===== config.mk =====
export PLATFORM = sky130hd
export DESIGN_NAME = sevenseg_scan
export DESIGN_NICKNAME = d
export VERILOG_FILES = /design/src/rtl/sevenseg_scan.sv
export SDC_FILE = /design/constraint.sdc
export NUM_CORES = 1
export LEC_CHECK = 0
export ABC_AREA = 0
export CORE_ASPECT_RATIO = 2
export CORE_MARGIN = 2
export CORE_UTILIZATION = 50
export CTS_CLUSTER_SIZE = 40
export DETAILED_ROUTE_END_ITERATION = 8
export PLACE_DENSITY = 0.76
export SYNTH_ARGS = -nofsm -noshare
export SYNTH_HDL_FRONTEND = slang
export SYNTH_SLANG_ARGS = --single-unit

===== constraint.sdc =====
create_clock -name clk -period 2.1 [get_ports clk]
set_clock_uncertainty 0.1 [all_clocks]
set_input_delay 0.21 -clock clk [delete_from_list [all_inputs] [get_ports clk]]
set_output_delay 0.21 -clock clk [all_outputs]
set_load 0.02 [all_outputs]

===== src/rtl/sevenseg_scan.sv =====
// +-----------------------------------------------------------------------------+
// | sevenseg_scan: 4-digit multiplexed seven-segment scanner with frame-aligned  |
// | display updates. Optional PWM dimming under macro SEVENSEG_BRIGHTNESS_EN.    |
// | Revision: 1.0                                                                |
// +-----------------------------------------------------------------------------+
`timescale 1ns/1ps
`default_nettype none

module sevenseg_scan #(
    parameter int DIGIT_CYCLES = 2500,
    parameter int BLANK_CYCLES = 16
) (
    input  logic        clk,
    input  logic        rst,
    input  logic        wr_en,
    input  logic [15:0] wr_value,
    input  logic [3:0]  wr_dp,
    input  logic [3:0]  digit_en,
`ifdef SEVENSEG_BRIGHTNESS_EN
    input  logic [3:0]  bright,
`endif
    output logic [6:0]  seg,
    output logic        dp,
    output logic [3:0]  an,
    output logic        frame_start,
    output logic        updated
);

    localparam int CW = (DIGIT_CYCLES > 1) ? $clog2(DIGIT_CYCLES) : 1;
    localparam logic [CW-1:0] LAST_COUNT = CW'(DIGIT_CYCLES - 1);
    localparam logic [CW-1:0] BLANK_END  = CW'(BLANK_CYCLES);

    typedef enum logic [0:0] {
        BLANK = 1'b0,
        DRIVE = 1'b1
    } state_t;

    state_t        state, state_next;
    logic [CW-1:0] count, count_next;
    logic [1:0]    digit, digit_next;
    logic          slot_end, boundary;

    logic [15:0]   display, pending;
    logic [3:0]    display_dp, pending_dp;
    logic          pending_valid;

    logic [3:0]    nibble;
    logic          lit;
    logic [6:0]    seg_next;
    logic [3:0]    an_next;
    logic          dp_next;

`ifdef SEVENSEG_BRIGHTNESS_EN
    logic [3:0]    phase;
`endif

    function automatic logic [6:0] hex7(input logic [3:0] v);
        logic [6:0] p;
        case (v)
            4'h0: p = 7'b1000000;
            4'h1: p = 7'b1111001;
            4'h2: p = 7'b0100100;
            4'h3: p = 7'b0110000;
            4'h4: p = 7'b0011001;
            4'h5: p = 7'b0010010;
            4'h6: p = 7'b0000010;
            4'h7: p = 7'b1111000;
            4'h8: p = 7'b0000000;
            4'h9: p = 7'b0010000;
            4'hA: p = 7'b0001000;
            4'hB: p = 7'b0000011;
            4'hC: p = 7'b1000110;
            4'hD: p = 7'b0100001;
            4'hE: p = 7'b0000110;
            default: p = 7'b0001110;
        endcase
        return p;
    endfunction

    always_ff @(posedge clk or posedge rst) begin
        if (rst) begin
            state <= BLANK;
            count <= '0;
            digit <= 2'd0;
        end else begin
            state <= state_next;
            count <= count_next;
            digit <= digit_next;
        end
    end

    // Next-state logic plus the values the output registers capture this edge.
    always_comb begin
        slot_end   = (count == LAST_COUNT);
        boundary   = slot_end && (digit == 2'd3);
        count_next = slot_end ? '0 : count + CW'(1);
        digit_next = slot_end ? digit + 2'd1 : digit;
        state_next = (count_next < BLANK_END) ? BLANK : DRIVE;

        nibble = display[{digit, 2'b00} +: 4];
        lit    = (state == DRIVE) && digit_en[digit];
`ifdef SEVENSEG_BRIGHTNESS_EN
        lit    = lit && (phase <= bright);
`endif
        seg_next = 7'h7F;
        an_next  = 4'hF;
        dp_next  = 1'b1;
        if (lit) begin
            seg_next = hex7(nibble);
            an_next  = ~(4'b0001 << digit);
            dp_next  = ~display_dp[digit];
        end
    end

    always_ff @(posedge clk or posedge rst) begin
        if (rst) begin
            seg         <= 7'h7F;
            an          <= 4'hF;
            dp          <= 1'b1;
            frame_start <= 1'b0;
        end else begin
            seg         <= seg_next;
            an          <= an_next;
            dp          <= dp_next;
            frame_start <= (count == '0) && (digit == 2'd0);
        end
    end

    // A write on the boundary edge bypasses the pending register entirely.
    always_ff @(posedge clk or posedge rst) begin
        if (rst) begin
            display       <= 16'h0000;
            display_dp    <= 4'h0;
            pending       <= 16'h0000;
            pending_dp    <= 4'h0;
            pending_valid <= 1'b0;
            updated       <= 1'b0;
        end else begin
            updated <= boundary && (wr_en || pending_valid);
            if (boundary && wr_en) begin
                display       <= wr_value;
                display_dp    <= wr_dp;
                pending_valid <= 1'b0;
            end else if (boundary && pending_valid) begin
                display       <= pending;
                display_dp    <= pending_dp;
                pending_valid <= 1'b0;
            end else if (wr_en) begin
                pending       <= wr_value;
                pending_dp    <= wr_dp;
                pending_valid <= 1'b1;
            end
        end
    end

`ifdef SEVENSEG_BRIGHTNESS_EN
    always_ff @(posedge clk or posedge rst) begin
        if (rst) begin
            phase <= 4'h0;
        end else if (state == BLANK) begin
            phase <= 4'h0;
        end else begin
            phase <= phase + 4'h1;
        end
    end
`endif

endmodule

`default_nettype wire


# Word level (Yosys, flattened, before mapping)
# Memory sizes are Yosys's and may differ from the RTL's.
# Cells that the tools add are included.
[totals]
ramBits = 0
out_inout_bits = 14
in_bits = 27
reg_bits = 70
mem_count = 1
latchBits = 0
elab_cells = 54
romBits = 112
[op_classes]
add_sub_neg = 2
mux = 16
n_bitwise = 4
reduce_logical = 12
n_eq_ne = 2
multipliers = 0
div_mod_pow = 0
n_shift = 2
magnitude_cmp = 2
[mem_list]
columns = ["name", "depth", "word_bits", "rd", "rd_ports_with_merged_regs", "wr", "line_no", "source"]
rows = [
  ["(no name shown)", 16, 7, 1, 0, 0, "59", "case (v)"],
]
[op_table]
columns = ["cell", "count"]
rows = [
  ["$mux W16", 2],
  ["$shiftx A16 B5 Y4", 1],
  ["$add A12 B1 Y12 const B", 1],
  ["$eq A12 B12 Y1 const B", 1],
  ["$logic_not A12 Y1", 1],
  ["$lt A12 B5 Y1 const B", 1],
  ["$mux W12", 1],
  ["$mux W4", 3],
  ["$mux W1", 7],
  ["$mux W7", 1],
  ["$logic_and A1 B1 Y1", 6],
  ["$bmux W1 S2", 2],
  ["$not A4 Y4", 1],
  ["$shl A1 B2 Y4 const A", 1],
  ["$lt A2 B3 Y1 const B", 1],
  ["$not A1 Y1", 3],
  ["$reduce_and A3 Y1", 1],
  ["$reduce_bool A3 Y1", 1],
  ["$add A2 B1 Y2 const B", 1],
  ["$eq A2 B2 Y1 const B", 1],
  ["$logic_not A2 Y1", 1],
  ["$reduce_bool A2 Y1", 1],
  ["$logic_or A1 B1 Y1", 1],
]

# Logic depth before layout (Yosys ltp)
# Gate-level depths: netlist of the first run.
[depth]
depth_word = 5
ltp_mapped = 8
ltp_nobuf = 7

# Worst setup path after synthesis of the first run
# Ideal clock, no wire load.
[synth_timing]
kind = "reg-to-reg"
from = "reg count[0]"
to = "reg state"
setup_slack_ps = -43
t_required_ps = 1861
arrival_time_ps = 1905
n_path_buf = 2
stages_incl_launch_ff = 8
path_cell_list = "dfrtp_1 > ha_1 > clkbuf_1 > nand2_1 > nor4_4 > buf_4 > nor3_1 > or4b_1"
[synth_via]
elab_chain_len = 4
elab_cells_between_ends = 5
classes_between = "1 x add/sub; 1 x order compare; 1 x eq/ne; 2 x mux"
[synth_rtl]
columns = ["item", "line_no", "source"]
rows = [
  ["start, declared", "39", "logic [CW-1:0] count, count_next;"],
  ["start signal, assigned", "87", "count <= count_next;"],
  ["$add A12 B1 Y12 or $eq A12 B12 Y1 (tied branches)", "96, 94", ""],
  ["$mux W12 *", "96", "count_next = slot_end ? '0 : count + CW'(1);"],
  ["$lt A12 B5 Y1 *", "98", "state_next = (count_next < BLANK_END) ? BLANK : DRIVE;"],
  ["$mux W1 *", "98", ""],
  ["via state_next", "38", "state_t state, state_next;"],
  ["end signal, assigned", "86", "state <= state_next;"],
  ["end, declared", "38", ""],
]
# The timed path passes the listed nets; every way through them passes the cells marked *.
# A chain may end at the register's enable or synchronous reset.

# Worst setup path in the final report of the first run
[layout_timing]
from = "reg count[9]"
to = "reg state"
[layout_via]
elab_chain_len = 4
elab_cells_between_ends = 5
classes_between = "1 x add/sub; 1 x order compare; 1 x eq/ne; 2 x mux"
[layout_rtl]
columns = ["item", "line_no", "source"]
rows = [
  ["$eq A12 B12 Y1", "94", "slot_end = (count == LAST_COUNT);"],
  ["$mux W12", "96", ""],
  ["via count_next[8]", "39", ""],
  ["$lt A12 B5 Y1", "98", ""],
  ["$mux W1", "98", ""],
  ["via state_next", "38", ""],
]
# The timed path passes the listed nets, and every way through them passes these cells.

==> qor.txt, run 1 <==
Largest net degree at the start of global routing -> 42
Final setup fails -> 1
Synth Area in Compound Gates -> 11.62%
Cell taking the most area after synthesis -> dfrtp_1
Post-Synth XOR/XNOR Area -> 2.667%
CTS root buf -> clkbuf_16
LEAKAGE -> 0.001844 uW
Status -> complete, but fails checks
Share of cells above drive strength 1 -> 27.00%
#FFs+latches synth -> 70
CP endpoint kind -> register
GRT Total Usage -> 21.34%
Via count -> 2404
Die Y -> 118.6 um
Worst Path Required -> 2.20 ns
Post-synth top area share -> 44.19%
PnR worst setup slack -> -0.01647 ns
PortBufs -> 40
Wire per inst -> 14.94 um
Pwr dens -> 712.3 nW/um^2
CTS buffer count -> 9
Adder-Cell Fraction of Synth Area -> 4.571%
VDD IR-drop max -> 628.0 uV
Syn Nets -> 331
CTS tree -> built
Seq/Total Area, Yosys -> 53.79%
WS Path Type -> reg2reg
Violated checks -> negative setup slack
DIE AREA -> 7273 um^2
Initial antenna violation count -> 0
Hold WC Path Type -> in2async
Finished Layout Cells -> 449
Worst setup SP type -> register
Final net count -> 398
Ys async rst share -> 100.0%
Yosys warnings -> 0
WP data arrival -> 2.21 ns
Total Power -> 3112 uW
Ant. Diodes -> 0
Avg Cell Area, Syn -> 11.25 um^2
Placed insts -> 431
Fill cell count -> 464
Cts hold-fix bufs -> 0
Core outline area -> 6310 um^2
Peak Freq -> 0.4725 GHz
Slew of the pin with the lowest slew margin -> 0.5379 ns
Fin. Hold Viols -> 0
Unrepaired setup endpoints after global routing -> true
Core Util, Final -> 69.24%
Pre-antenna DRT Iters -> 4
Post-synth EDFFs -> 0
Max Cap Violations -> 0
Synthesized cell area -> 3284 um^2
Netlist cell types -> 43
Main combinational cell family by area after synthesis -> simple AND/OR/NAND/NOR gates
DRT Wirelength -> 6708 um
Vias in the first global route -> 2481
Min cycle time layout -> 2.116 ns
Gpl congestion -> 0.8260
Area contributors post-synth -> dfrtp_1 44%, dfstp_2 9.6%, mux2_2 6.5%
Final worst path period share -> 100.8%
Area growth syn-to-layout -> 33.03%
Worst hold slack -> 0.1422 ns
Max H-tree Level -> 3
Global-route wire length before repair -> 11380 um
CTS sink cnt -> 70
Vias per Instance -> 5.354
Slew headroom -> 64.09%
I/O pin count -> 41
Multiplexer share of the synthesized area -> 11.58%
Remaining DRCs -> 0
GR Overflow Total -> 0
Post-Synth Simple-Gate Area -> 11.92%
Post-DP HPWL -> 4942 um
Initial Util -> 52.05%
Clock-pin slew on the worst setup and hold paths -> 0.05 ns
Post-synth top flop -> dfrtp_1
Num rows -> 41
1st-iter DRT viols -> 66
Worst-Skew Late Latency -> 0.33 ns
CTS Buffer Depth -> 2
Worst-path fanout max -> 4
Slew Limit Fails -> 0
Cells after synthesis -> 292
Antenna Violating Nets Remaining -> 0
Reg area -> 1768 um^2
Area of the multi-input gates -> 1429 um^2
Chip width -> 61.31 um
[Yosys cell counts (all sizes together) (4+ instances only)]
cell    number
inv         15
o22ai       21
buf          6
nand2       34
nand3        7
xnor2        8
dfstp       12
dfrtp       58
nor3         8
o211ai       4
ha          12
clkbuf      10
o21ai       24
a21oi        4
mux2        20
nor2        12
mux4         6
[layer usage]
metal | track usage, % | wire length [um] | up-vias
li1 | - | - | 1169
met1 | 23.00 | 2443 | 1176
met2 | 37.03 | 3895 | 45
met3 | 5.580 | 188 | 14
met4 | 9.239 | 181 | 0
met5 | 0 | 0 | -
[worst max-delay path: stages, from the launching register on]
cell and delay (ns):
dfrtp_1 0.37, or4_4 0.59, nor3_2 0.13, o211ai_1 0.11
a21o_1 0.19, or4b_1 0.50
[area by class of cell]
cell class,count,area share (%)
Timing Repair Buffer,72,16.44
Clock inverter,4,1.088
Multi-Input combinational cell,191,32.70
Sequential cell,70,40.46
Tap cell,86,2.463
Clock buffer,11,5.556
Inverter,15,1.289
[per-stage QoR]
step | TNS [ns] | worst slack (ns) | area, um^2
2_1_floorplan | 0 | 0.0009183 | 3297
3_3_place_gp | 0 | 0.03513 | 4009
3_5_place_dp | -0.04502 | -0.02349 | 4009
4_1_cts | -0.01854 | -0.01854 | 4322
5_1_grt | -0.2839 | -0.09598 | 4369
6_report | -0.01647 | -0.01647 | 4369
[worst paths after layout]
path                                                 from                   endpoint  slack, ns  cells past startpoint
worst max-delay path                   count[9]$_DFF_PP0_            state$_DFF_PP0_      -0.02                      5
worst min-delay path                                  rst  display_dp[2]$_DFFE_PP0N_       0.14                      2
worst max register to register         count[9]$_DFF_PP0_            state$_DFF_PP0_      -0.02                      5
worst min register to register  display_dp[2]$_DFFE_PP0N_  display_dp[2]$_DFFE_PP0N_       0.38                      2
max in group asynchronous                             rst            an[0]$_DFF_PP1_       1.20                      3
min in group clk                display_dp[2]$_DFFE_PP0N_  display_dp[2]$_DFFE_PP0N_       0.38                      2
[placed cells by master, fill, tap and decap left out, types with 2 or more instances in the layout]
master	instances
nand2b_1	2
o21ai_1	18
nor2b_1	2
o22ai_1	18
buf_12	5
xor2_1	2
clkbuf_16	9
ha_1	11
buf_4	23
or2_2	2
mux2_2	19
o221ai_1	3
mux2i_1	2
buf_6	4
dfstp_2	12
o22ai_2	3
a21o_1	2
clkdlybuf4s50_1	40
xnor2_1	8
nand2_1	34
dfrtp_1	57
inv_1	14
nor3_1	6
mux4_2	6
nand4_1	2
o21ai_0	6
nand3_1	7
nor2_1	12
clkinv_2	2
nor3_2	2
o211ai_1	4
a21oi_1	3
[registers in the layout, summed over array words and instances, names as in the netlist]
register       flops
display           16
pending           16
count             12
seg                7
an                 4
display_dp         4
pending_dp         4
digit              2
dp                 1
frame_start        1
pending_valid      1
state              1
updated            1
[report_power, final]
part	internal (uW)	switching (uW)	total, uW
Sequential	1400	21.6	1420
Combinational	128	93.9	222
Clock	939	528	1470
Total	2470	644	3110
[cells by family after synthesis]
group / count (synthesis)
fa+ha+maj: 12
xor+xnor: 10
simple gates: 78
compound gates: 63
mux: 28
buf+inv: 31
flops: 70
[what timing repair did]
item	in CTS	in global routing
gates cloned	0	1
pin swaps	0	3
gates resized for setup	4	26
buffers inserted	2	0
setup endpoints to repair	24	41
No activity file was read; power rests on OpenSTA's default activity.
==> run 2: changes to the inputs <==
Settings changed: CTS_CLUSTER_DIAMETER set to 120.
==> results of run 2 <==
The final DEF is identical to that of run 1; final timing and power are the same.
